--- config.mk ---
export PLATFORM = sky130hd
export DESIGN_NAME = pip_mac_param
export DESIGN_NICKNAME = d
export VERILOG_FILES = /design/src/rtl/pip_mac_param.sv
export SDC_FILE = /design/constraint.sdc
export NUM_CORES = 1
export LEC_CHECK = 0
export ABC_AREA = 1
export CELL_PAD_IN_SITES_DETAIL_PLACEMENT = 0
export CELL_PAD_IN_SITES_GLOBAL_PLACEMENT = 1
export CORE_ASPECT_RATIO = 0.5
export CORE_MARGIN = 2
export CORE_UTILIZATION = 40
export DETAILED_ROUTE_END_ITERATION = 8
export PLACE_DENSITY_LB_ADDON = 0.08
export REMOVE_ABC_BUFFERS = 1
export SLEW_MARGIN = 10
export SYNTH_ARGS = -nofsm -noshare
export SYNTH_HDL_FRONTEND = slang
export SYNTH_SLANG_ARGS = --single-unit
--- constraint.sdc ---
create_clock -name clk -period 6 [get_ports clk]
set_input_delay 0.9 -clock clk [delete_from_list [all_inputs] [get_ports clk]]
set_output_delay 0.9 -clock clk [all_outputs]
set_load 0.05 [all_outputs]
--- src/rtl/pip_mac_param.sv ---
// pip_mac_param: pipelined multiply-accumulate with configurable width, depth, signedness and ready/valid backpressure
module pip_mac_param #(
    parameter int WIDTH     = 8,
    parameter int STAGES    = 3,
    parameter int SIGNED    = 0,
    parameter int ACC_WIDTH = 24
) (
    input  logic                 clk,
    input  logic                 rst,
    input  logic [WIDTH-1:0]     a,
    input  logic [WIDTH-1:0]     b,
    input  logic                 valid_in,
    input  logic                 acc_en,
    input  logic                 acc_clr,
    output logic                 ready_in,
    output logic [ACC_WIDTH-1:0] result,
    output logic                 valid_out,
    output logic                 acc_ovf,
    input  logic                 ready_out
);
    if (ACC_WIDTH < 2*WIDTH) begin : g_bad_acc
        $error("pip_mac_param: ACC_WIDTH must be >= 2*WIDTH");
    end
    if (WIDTH < 2 || STAGES < 1) begin : g_bad_cfg
        $error("pip_mac_param: WIDTH must be >= 2 and STAGES >= 1");
    end
    logic [2*WIDTH-1:0] uprod;
    logic signed [2*WIDTH-1:0] sprod;
    logic [ACC_WIDTH-1:0] uext, sext, ext, acc, base, sum, fp;
    logic [ACC_WIDTH:0] wide;
    logic fv, fen, fclr, ov;
    assign ready_in = !(valid_out && !ready_out);
    assign uprod = (2*WIDTH)'(a) * (2*WIDTH)'(b);
    assign sprod = (2*WIDTH)'($signed(a)) * (2*WIDTH)'($signed(b));
    assign uext = ACC_WIDTH'(uprod);
    assign sext = ACC_WIDTH'(sprod);
    assign ext = (SIGNED != 0) ? sext : uext;
    // With one stage the output register samples the inputs directly
    if (STAGES == 1) begin : g_direct
        assign fv   = valid_in;
        assign fp   = ext;
        assign fen  = acc_en;
        assign fclr = acc_clr;
    end else begin : g_pipe
        logic [STAGES-2:0] pv, pen, pclr;
        logic [ACC_WIDTH-1:0] pp [STAGES-1];
        always_ff @(posedge clk) begin
            if (rst) begin
                pv <= '0;
            end else if (ready_in) begin
                pv[0]   <= valid_in;
                pp[0]   <= ext;
                pen[0]  <= acc_en;
                pclr[0] <= acc_clr;
                for (int i = 1; i < STAGES-1; i++) begin
                    pv[i]   <= pv[i-1];
                    pp[i]   <= pp[i-1];
                    pen[i]  <= pen[i-1];
                    pclr[i] <= pclr[i-1];
                end
            end
        end
        assign fv   = pv[STAGES-2];
        assign fp   = pp[STAGES-2];
        assign fen  = pen[STAGES-2];
        assign fclr = pclr[STAGES-2];
    end
    assign base = fclr ? '0 : acc;
    assign wide = {1'b0, base} + {1'b0, fp};
    assign sum  = wide[ACC_WIDTH-1:0];
    // Signed overflow: both addends share a sign that the sum does not
    assign ov = (SIGNED != 0) ? (base[ACC_WIDTH-1] == fp[ACC_WIDTH-1]) && (sum[ACC_WIDTH-1] != base[ACC_WIDTH-1])
                              : wide[ACC_WIDTH];
    always_ff @(posedge clk) begin
        if (rst) begin
            valid_out <= 1'b0;
            result    <= '0;
            acc       <= '0;
            acc_ovf   <= 1'b0;
        end else if (ready_in) begin
            valid_out <= fv;
            if (fv) begin
                result <= fen ? sum : fp;
                if (fen) begin
                    acc     <= sum;
                    acc_ovf <= !fclr && (acc_ovf || ov);
                end
            end
        end
    end
endmodule
; Word level (Yosys, flattened, before mapping)
; Memories as Yosys holds them, arrays and structs flattened.
; Cells that the tools add are included.
[totals]
word_cells = 26
in_bits = 22
out_inout_bits = 27
reg_bits = 56
ramBits = 48
mem_count = 1
[classes]
n_mux = 5
multipliers = 1
n_addsub = 1
bitwise = 2
n_reduce_logical = 9
[memory_table]
columns = name, words, word_bits, rd, rd_clocked_by_memory_dff, wr, line
row1 = g_pipe.pp, 2, 24, 2, 0, 2, 46  ; logic [ACC_WIDTH-1:0] pp [STAGES-1];
[op_table]
columns = cell, n
row1 = $mux 24, 2
row2 = $add 24x24->25, 1
row3 = $mul 8x8->16, 1
row4 = $reduce_and 2->1, 2
row5 = $logic_not 1->1, 3
row6 = $mux 1, 3
row7 = $reduce_and 3->1, 1
row8 = $logic_and 1x1->1, 2
row9 = $not 1->1, 2
row10 = $logic_or 1x1->1, 1

; Depth between registers and ports, before layout
; Gate-level depths: netlist (run 1).
[depth]
word_depth = 5
depth_mapped = 17
ltp_nobuf = 16

; Worst setup path after synthesis (run 1)
; OpenSTA, ideal clock, no wires.
[synth_path]
path_type = input to register
start = input port a[0]
end = memory g_pipe.pp[0][14], data pin
required_ns = 5.735
setup_time_ns = 0.265
cell_stages = 15
arrival_time_ns = 4.465
setup_slack_ns = 1.270
path_buffers = 1
cell_sequence = clkbuf_1 -> nand2_1 -> fa_1 -> fa_1 -> inv_1 -> fa_1 -> inv_1 -> fa_1 -> inv_1 -> ha_1 -> a21oi_1 -> o21ai_0 -> a21oi_1 -> o21ai_0 -> xor2_1
[synth_rtl]
columns = element, line
row1 = from (decl), 10  ; input logic [WIDTH-1:0] a,
row2 = to (decl), 46

==> impl_results.md, run 1 <==
- Status: finished, final reports clean
- CTS H-tree lvls: 3
- Net count, final: 1026
- Worst hold start: g_pipe.pp[0][8]
- Initial Utilization: 40.8%
- CTS resizes: 0
- Post-synth top area cell: edfxtp_1
- Worst-Margin Slew: 0.939 ns
- Busiest grt layer: met2
- Achievable Freq: 0.199 GHz
- Tcrit/Tclk final: 83.7%
- Tmin final: 5.02 ns
- DRT antenna net count: 0
- Global Route Usage Sum: 17.9%
- Top-count cell post-synth: nand2_1
- WP data arrival: 5.12 ns
- GR met3 Demand/Resource: 3.02%
- Synth Register Bits: 88
- I/O pins: 49
- FP Rows: 33
- CTS tree: built
- Filler Cells Inserted: 1710
- Most area-consuming cells after synthesis: edfxtp_1 (16%), dfxtp_1 (16%), nand2_1 (14%), fa_1 (11%), ha_1 (9.7%)
- GPL Wtd Cong: 0.825
- Die Y: 95.4 um
- CP bufs+invs: 4
- Synth Area per Inst: 7.53 um^2
- Met1 Use GR: 24.8%
- Crit path top cell by count: fa_1
- Reg2Reg Depth: 15
- Fraction of layout cells with a size suffix above 1: 5.33%
- FF-to-FF End: result[20]
- Peak supply drop: 0.126 mV
- Pre-Repair DR Iteration Count: 4
- Tot Pwr: 2.08 mW
- Antenna violations before repair: 0
- Post-synthesis async set-or-reset flop share: 0%
- Setup crit end kind: flop
- Routed WL per cell: 12.9 um
- Post-DR vias/cell: 4.63
- Xor-xnor portion of the synthesized cell area: 2.75%
- Largest delay share family, worst path: adder cells
- CP Max Fanout: 8
- Ys flop type: dfxtp_1
- Final Setup Violations: 0
- Leak: 3.71 nW
- Commonest cells post-synth: nand2_1 (248), inv_1 (172), a21oi_1 (65)
- Hold Path Class: flop to flop
- Area growth syn-to-layout: 13.9%
- Power Density: 274 mW/mm^2
- Post-Syn Instances: 887
- Synth cell types: 39
- Dpl hpwl: 11800 um
- Synth Area in Adders: 20.8%
- Die width: 187 um
- Hold path cells: 0
- Root Driver: clkbuf_16
- Largest net degree at the start of global routing: 52
- Final Hold Vio Count: 0
- Crit path max-delay cell type: clkdlybuf4s50_1
- I/O Buffers: 48
- Syn. warnings: 0
- Startpoint types: primary input
- Vias in the first global route: 5318
- Crit path cell chain: clkdlybuf4s50_1 -> nand2_1 -> fa_1 -> fa_1 -> inv_1 -> fa_1 -> inv_1 -> fa_1 -> inv_1 -> ha_1 -> a21oi_1 -> o21ai_0 -> a21oi_1 -> o21ai_0 -> xor2_1
- Reg2reg setup slack: 3.36 ns
- Max-slew violation count: 0
- Global-route wire length before repair: 25600 um
- Die area: 0.0178 mm^2
- Largest family of logic cells by synthesized area: simple AND/OR/NAND/NOR gates
- Max Buffers Root-to-Sink: 2
- Post-CTS setup buffers: 0
- CTS clk-pin slew, worst paths: 0.07 ns
- Post-synthesis mux area share: 0%
- Drt initial violations: 168
- Maximum capacitance violations: 0
- CP required: 6.09 ns
- Setup CP Type: primary input to flop
- Area of the core: 0.0164 mm^2
- CTS buffer count: 9
- Post-synth EDFFs: 36
- # diodes: 0
- Seq/Total Area, Yosys: 31.8%
- Reg2reg start: g_pipe.pclr[1]
- DRC: 0
- Overflow after GRT: 0
- Top cell type's share of synthesized area: 16.2%
- Hold_buf cts: 0
- M2 GR Usage: 29.7%
- Compound-gate portion of the synthesized area: 8.15%
- Crit-path max cell delay: 0.63 ns
- Rel. slew slack: 37.2%
- Setup TNS: 0 ns
- Final WL: 14800 um
- Clock Latency Late Sink: 0.35 ns
- Sink Count: 88
- Unrepaired setup endpoints after global routing: no
- Simple logic cell fraction of the synthesized area: 24.3%
- Hold Path Sink: g_pipe.pp[0][32]
- Cell Area, Synth: 0.00668 mm^2
- Worst clock skew: 0.00673 ns
- DR vias: 5311
[metal layers]
metal	vias to the layer above	wire length [um]
met2	58	6400
li1	2799	-
met5	-	0
met1	2443	7860
met4	0	119
met3	11	398
[how the worst max path moves through the flow]
stage,slack [ns],to,cells past startpoint,start
2_1_floorplan,1.54,g_pipe.pp[0][14],14,a[0]
5_1_grt,0.70,g_pipe.pp[0][14],15,b[7]
3_3_place_gp,0.69,g_pipe.pp[0][14],15,b[7]
3_5_place_dp,0.60,g_pipe.pp[0][12],15,b[7]
4_1_cts,0.96,g_pipe.pp[0][12],15,b[7]
6_report,0.98,g_pipe.pp[0][14],15,a[0]
[where the power goes]
group / internal, mW / switching (mW) / total (mW)
sequential: 0.745 / 0.0361 / 0.781
clock: 0.303 / 0.259 / 0.562
combinational: 0.283 / 0.456 / 0.738
total: 1.33 / 0.751 / 2.08
[metrics by stage]
| stage | setup WS, ns | util (%) | hold slack (ns) | area, um^2 | std cells |
|---|---|---|---|---|---|
| after detailed placement | 0.604 | 44.7 | 0.405 | 7310 | 1131 |
| after global placement | 0.688 | 44.7 | 0.401 | 7310 | 1131 |
| after global routing | 0.698 | 46.5 | 0.428 | 7610 | 1147 |
| final | 0.977 | 46.5 | 0.418 | 7610 | 1147 |
| after floorplan | 1.54 | - | 0.400 | 6530 | 854 |
| after CTS | 0.961 | 46.5 | 0.420 | 7610 | 1147 |
[placed cells by master, fill, tap and decap left out, drive strengths merged]
| master | instances |
|---|---|
| nand2 | 255 |
| inv | 181 |
| a21oi | 66 |
| nor2 | 58 |
| ha | 52 |
| dfxtp | 52 |
| clkdlybuf4s50 | 47 |
| nand3 | 45 |
| fa | 37 |
| edfxtp | 36 |
| o21ai | 23 |
| xor2 | 16 |
| clkbuf | 10 |
| a31oi | 8 |
| nand4 | 5 |
| xnor2 | 5 |
| nor3 | 5 |
| nand3b | 4 |
| o21bai | 3 |
| buf | 3 |
| clkinv | 2 |
| or2 | 2 |
| a211oi | 1 |
| o2111ai | 1 |
| o22ai | 1 |
| nor3b | 1 |
| nor4 | 1 |
[registers in the layout (all words and copies together), names as in the netlist]
name         flops
valid_out        1
g_pipe.pclr      2
result          24
acc             24
g_pipe.pen       2
g_pipe.pp       32
acc_ovf          1
g_pipe.pv        2
[layout make-up]
class	count	area, um^2	share of cell area, %
clock buffers	10	239	3.14
multi-input cells	589	3750	49.3
repair buffers	50	490	6.45
flip-flops and latches	88	2120	27.9
well taps	227	284	3.73
inverters	177	664	8.73
clock inverters	6	57.6	0.757
[cells by family after synthesis]
kind of cell	count (synthesis)
and+or+nand+nor	376
buffers and inverters	210
AOI/OAI and AO/OA	103
adders and majority gates	89
DFF	88
xor gates and xnor gates	21
Note: power is estimated with default switching activity, not from simulation.
==> run 2: changes to the inputs <==
- clock period: 6 -> 4.28 ns (I/O delays scaled with it)
==> run 2 against run 1 <==
Compared with the run above: utilization rose by 3.0 points; global-route usage fell by 0.13 points; register-to-register slack got worse by 1.8 ns; critical path type unchanged; critical endpoint is now g_pipe.pp[0][13].
==> impl_results.md, run 2 (synthesized netlist as in run 1, its figures left out) <==
- Vias in the first global route: 5330
- CTS H-tree lvls: 3
- Peak supply drop: 0.189 mV
- Startpoint types: primary input
- DR vias: 5495
- CTS buffer count: 9
- FP Rows: 33
- CP required: 4.37 ns
- CP Max Fanout: 3
- Crit-path max cell delay: 0.52 ns
- Setup CP Type: primary input to flop
- Setup crit end kind: flop
- Fraction of layout cells with a size suffix above 1: 12.5%
- Global Route Usage Sum: 17.8%
- Area of the core: 0.0164 mm^2
- Largest net degree at the start of global routing: 37
- Antenna violations before repair: 0
- Rel. slew slack: 36.9%
- Wire length on met1: 7750 um
- Clock Latency Late Sink: 0.35 ns
- Final Non-Filler Cells: 1193
- Top flop regs: g_pipe.pp x32, acc x24, result x24
- Pre-Repair DR Iteration Count: 4
- Routed WL per cell: 12.7 um
- Post-DR vias/cell: 4.61
- Final WL: 15100 um
- Final Hold Vio Count: 0
- Status: finished, final reports clean
- # diodes: 0
- Leak: 3.97 nW
- Root Driver: clkbuf_16
- Max-slew violation count: 0
- I/O pins: 49
- Die Y: 95.4 um
- DRT antenna net count: 0
- GPL Wtd Cong: 0.842
- Crit path max-delay cell type: fa_1
- Sink Count: 88
- Worst clock skew: 0.0142 ns
- Drt initial violations: 204
- Reg2reg start: g_pipe.pclr[1]
- DRC: 0
- Worst-Margin Slew: 0.944 ns
- Dpl hpwl: 12200 um
- Initial Utilization: 40.8%
- Worst hold start: g_pipe.pp[0][4]
- WP data arrival: 4.22 ns
- Tmin final: 4.12 ns
- Dpl cells: 1175
- Max reg flops: 32
- Die width: 187 um
- Final Setup Violations: 0
- Die area: 0.0178 mm^2
- Hold_buf cts: 0
- Tot Pwr: 3.33 mW
- Overflow after GRT: 0
- Area growth syn-to-layout: 21.2%
- Tcrit/Tclk final: 96.3%
- Reg with most FFs: g_pipe.pp
- Met2 Routed Length: 6700 um
- Global-route wire length before repair: 25300 um
- CTS clk-pin slew, worst paths: 0.07 ns
- Routed wl met3: 513 um
- Max Buffers Root-to-Sink: 2
- Net count, final: 1072
- Most frequent cells in the layout: nand2_1 (246), inv_1 (170), a21oi_1 (58), dfxtp_1 (52), buf_4 (48)
- Top Layer Used: met4
- Crit path top cell by count: fa_1
- Crit path cell chain: clkdlybuf4s50_1 -> nand2_1 -> fa_1 -> fa_1 -> inv_1 -> fa_1 -> inv_1 -> fa_1 -> inv_2 -> ha_4 -> buf_4 -> nand2_4 -> nor2_4 -> a21oi_2 -> o21ai_1 -> xor2_1
- Maximum capacitance violations: 0
- Achievable Freq: 0.243 GHz
- Power Density: 412 mW/mm^2
- Hold Path Class: flop to flop
- I/O Buffers: 48
- Worst Setup SP: a[0]
- CTS tree: built
- Commonest non-fill, non-tap cell in the layout: nand2_1
run 2: cell types whose count changed in the layout (fill, tap and decap cells not counted), sizes merged:
cell / delta
clkdlybuf4s15: +1
buf: +46
dlymetal6s2s: +1
dlygate4sd2: +11
clkinv: -1
clkdlybuf4s50: -13
inv: +1
run 2: timing repair:
action | CTS | global route
hold endpoints to repair | 0 | 0
buffers inserted | 0 | 2
pin swaps | 3 | 17
resized for setup | 25 | 26
cloned | 0 | 0
endpoints found under the setup margin | 8 | 8
run 2: stage by stage:
stage                       TNS, ns  hold slack [ns]  util (%)  setup WS (ns)  cell area (um^2)
after global routing        -0.0645            0.429      49.5        -0.0375              8090
after CTS                 -0.000983            0.421      48.6      -0.000983              7950
after global placement        -4.76            0.402      46.7         -0.604              7640
after floorplan                   0            0.400         -         0.0735              6530
final                             0            0.421      49.5          0.159              8090
after detailed placement      -5.09            0.405      46.7         -0.645              7640
run 2: routing by layer:
metal  GRT usage (%)  vias to the layer above
met1            24.0                     2509
li1                -                     2903
met2            30.7                       71
met5               0                        -
met4            3.84                        0
met3            2.54                       12
run 2: worst paths after layout:
| kind | cells after the start | end | slack, ns |
|---|---|---|---|
| setup reg to reg | 14 | result[20] | 1.57 |
| setup / recovery | 16 | g_pipe.pp[0][13] | 0.16 |
| hold / removal | 0 | g_pipe.pp[0][28] | 0.42 |
| hold reg to reg | 0 | g_pipe.pp[0][28] | 0.42 |
run 2: worst max-delay path: cells and delay by family:
family / cells / cell delay [ns]
AO/OA/AOI/OAI: 2 / 0.26
XOR/XNOR: 1 / 0.15
adder cells (fa/ha/maj): 5 / 2.23
buffers and inverters: 5 / 0.77
AND/OR/NAND/NOR: 3 / 0.18
run 2: power breakdown:
part / total [mW] / internal, mW / switching [mW]
clock network: 0.774 / 0.411 / 0.363
logic: 1.46 / 0.671 / 0.786
registers: 1.10 / 1.04 / 0.0540
total: 3.33 / 2.13 / 1.20
run 2: cell type report:
class | count | area, um^2
sequential | 88 | 2120
timing repair buffer | 96 | 825
clock buffer | 10 | 229
inverter | 177 | 664
clock inverter | 6 | 57.6
tap | 227 | 284
multi-input combinational | 589 | 3910
fill | 1658 | 8260
==> run 3: changes to the inputs <==
- CAP_MARGIN: not set -> 15
==> results of run 3 <==
Same layout as run 2: the final DEF is identical, and so are final timing and power.
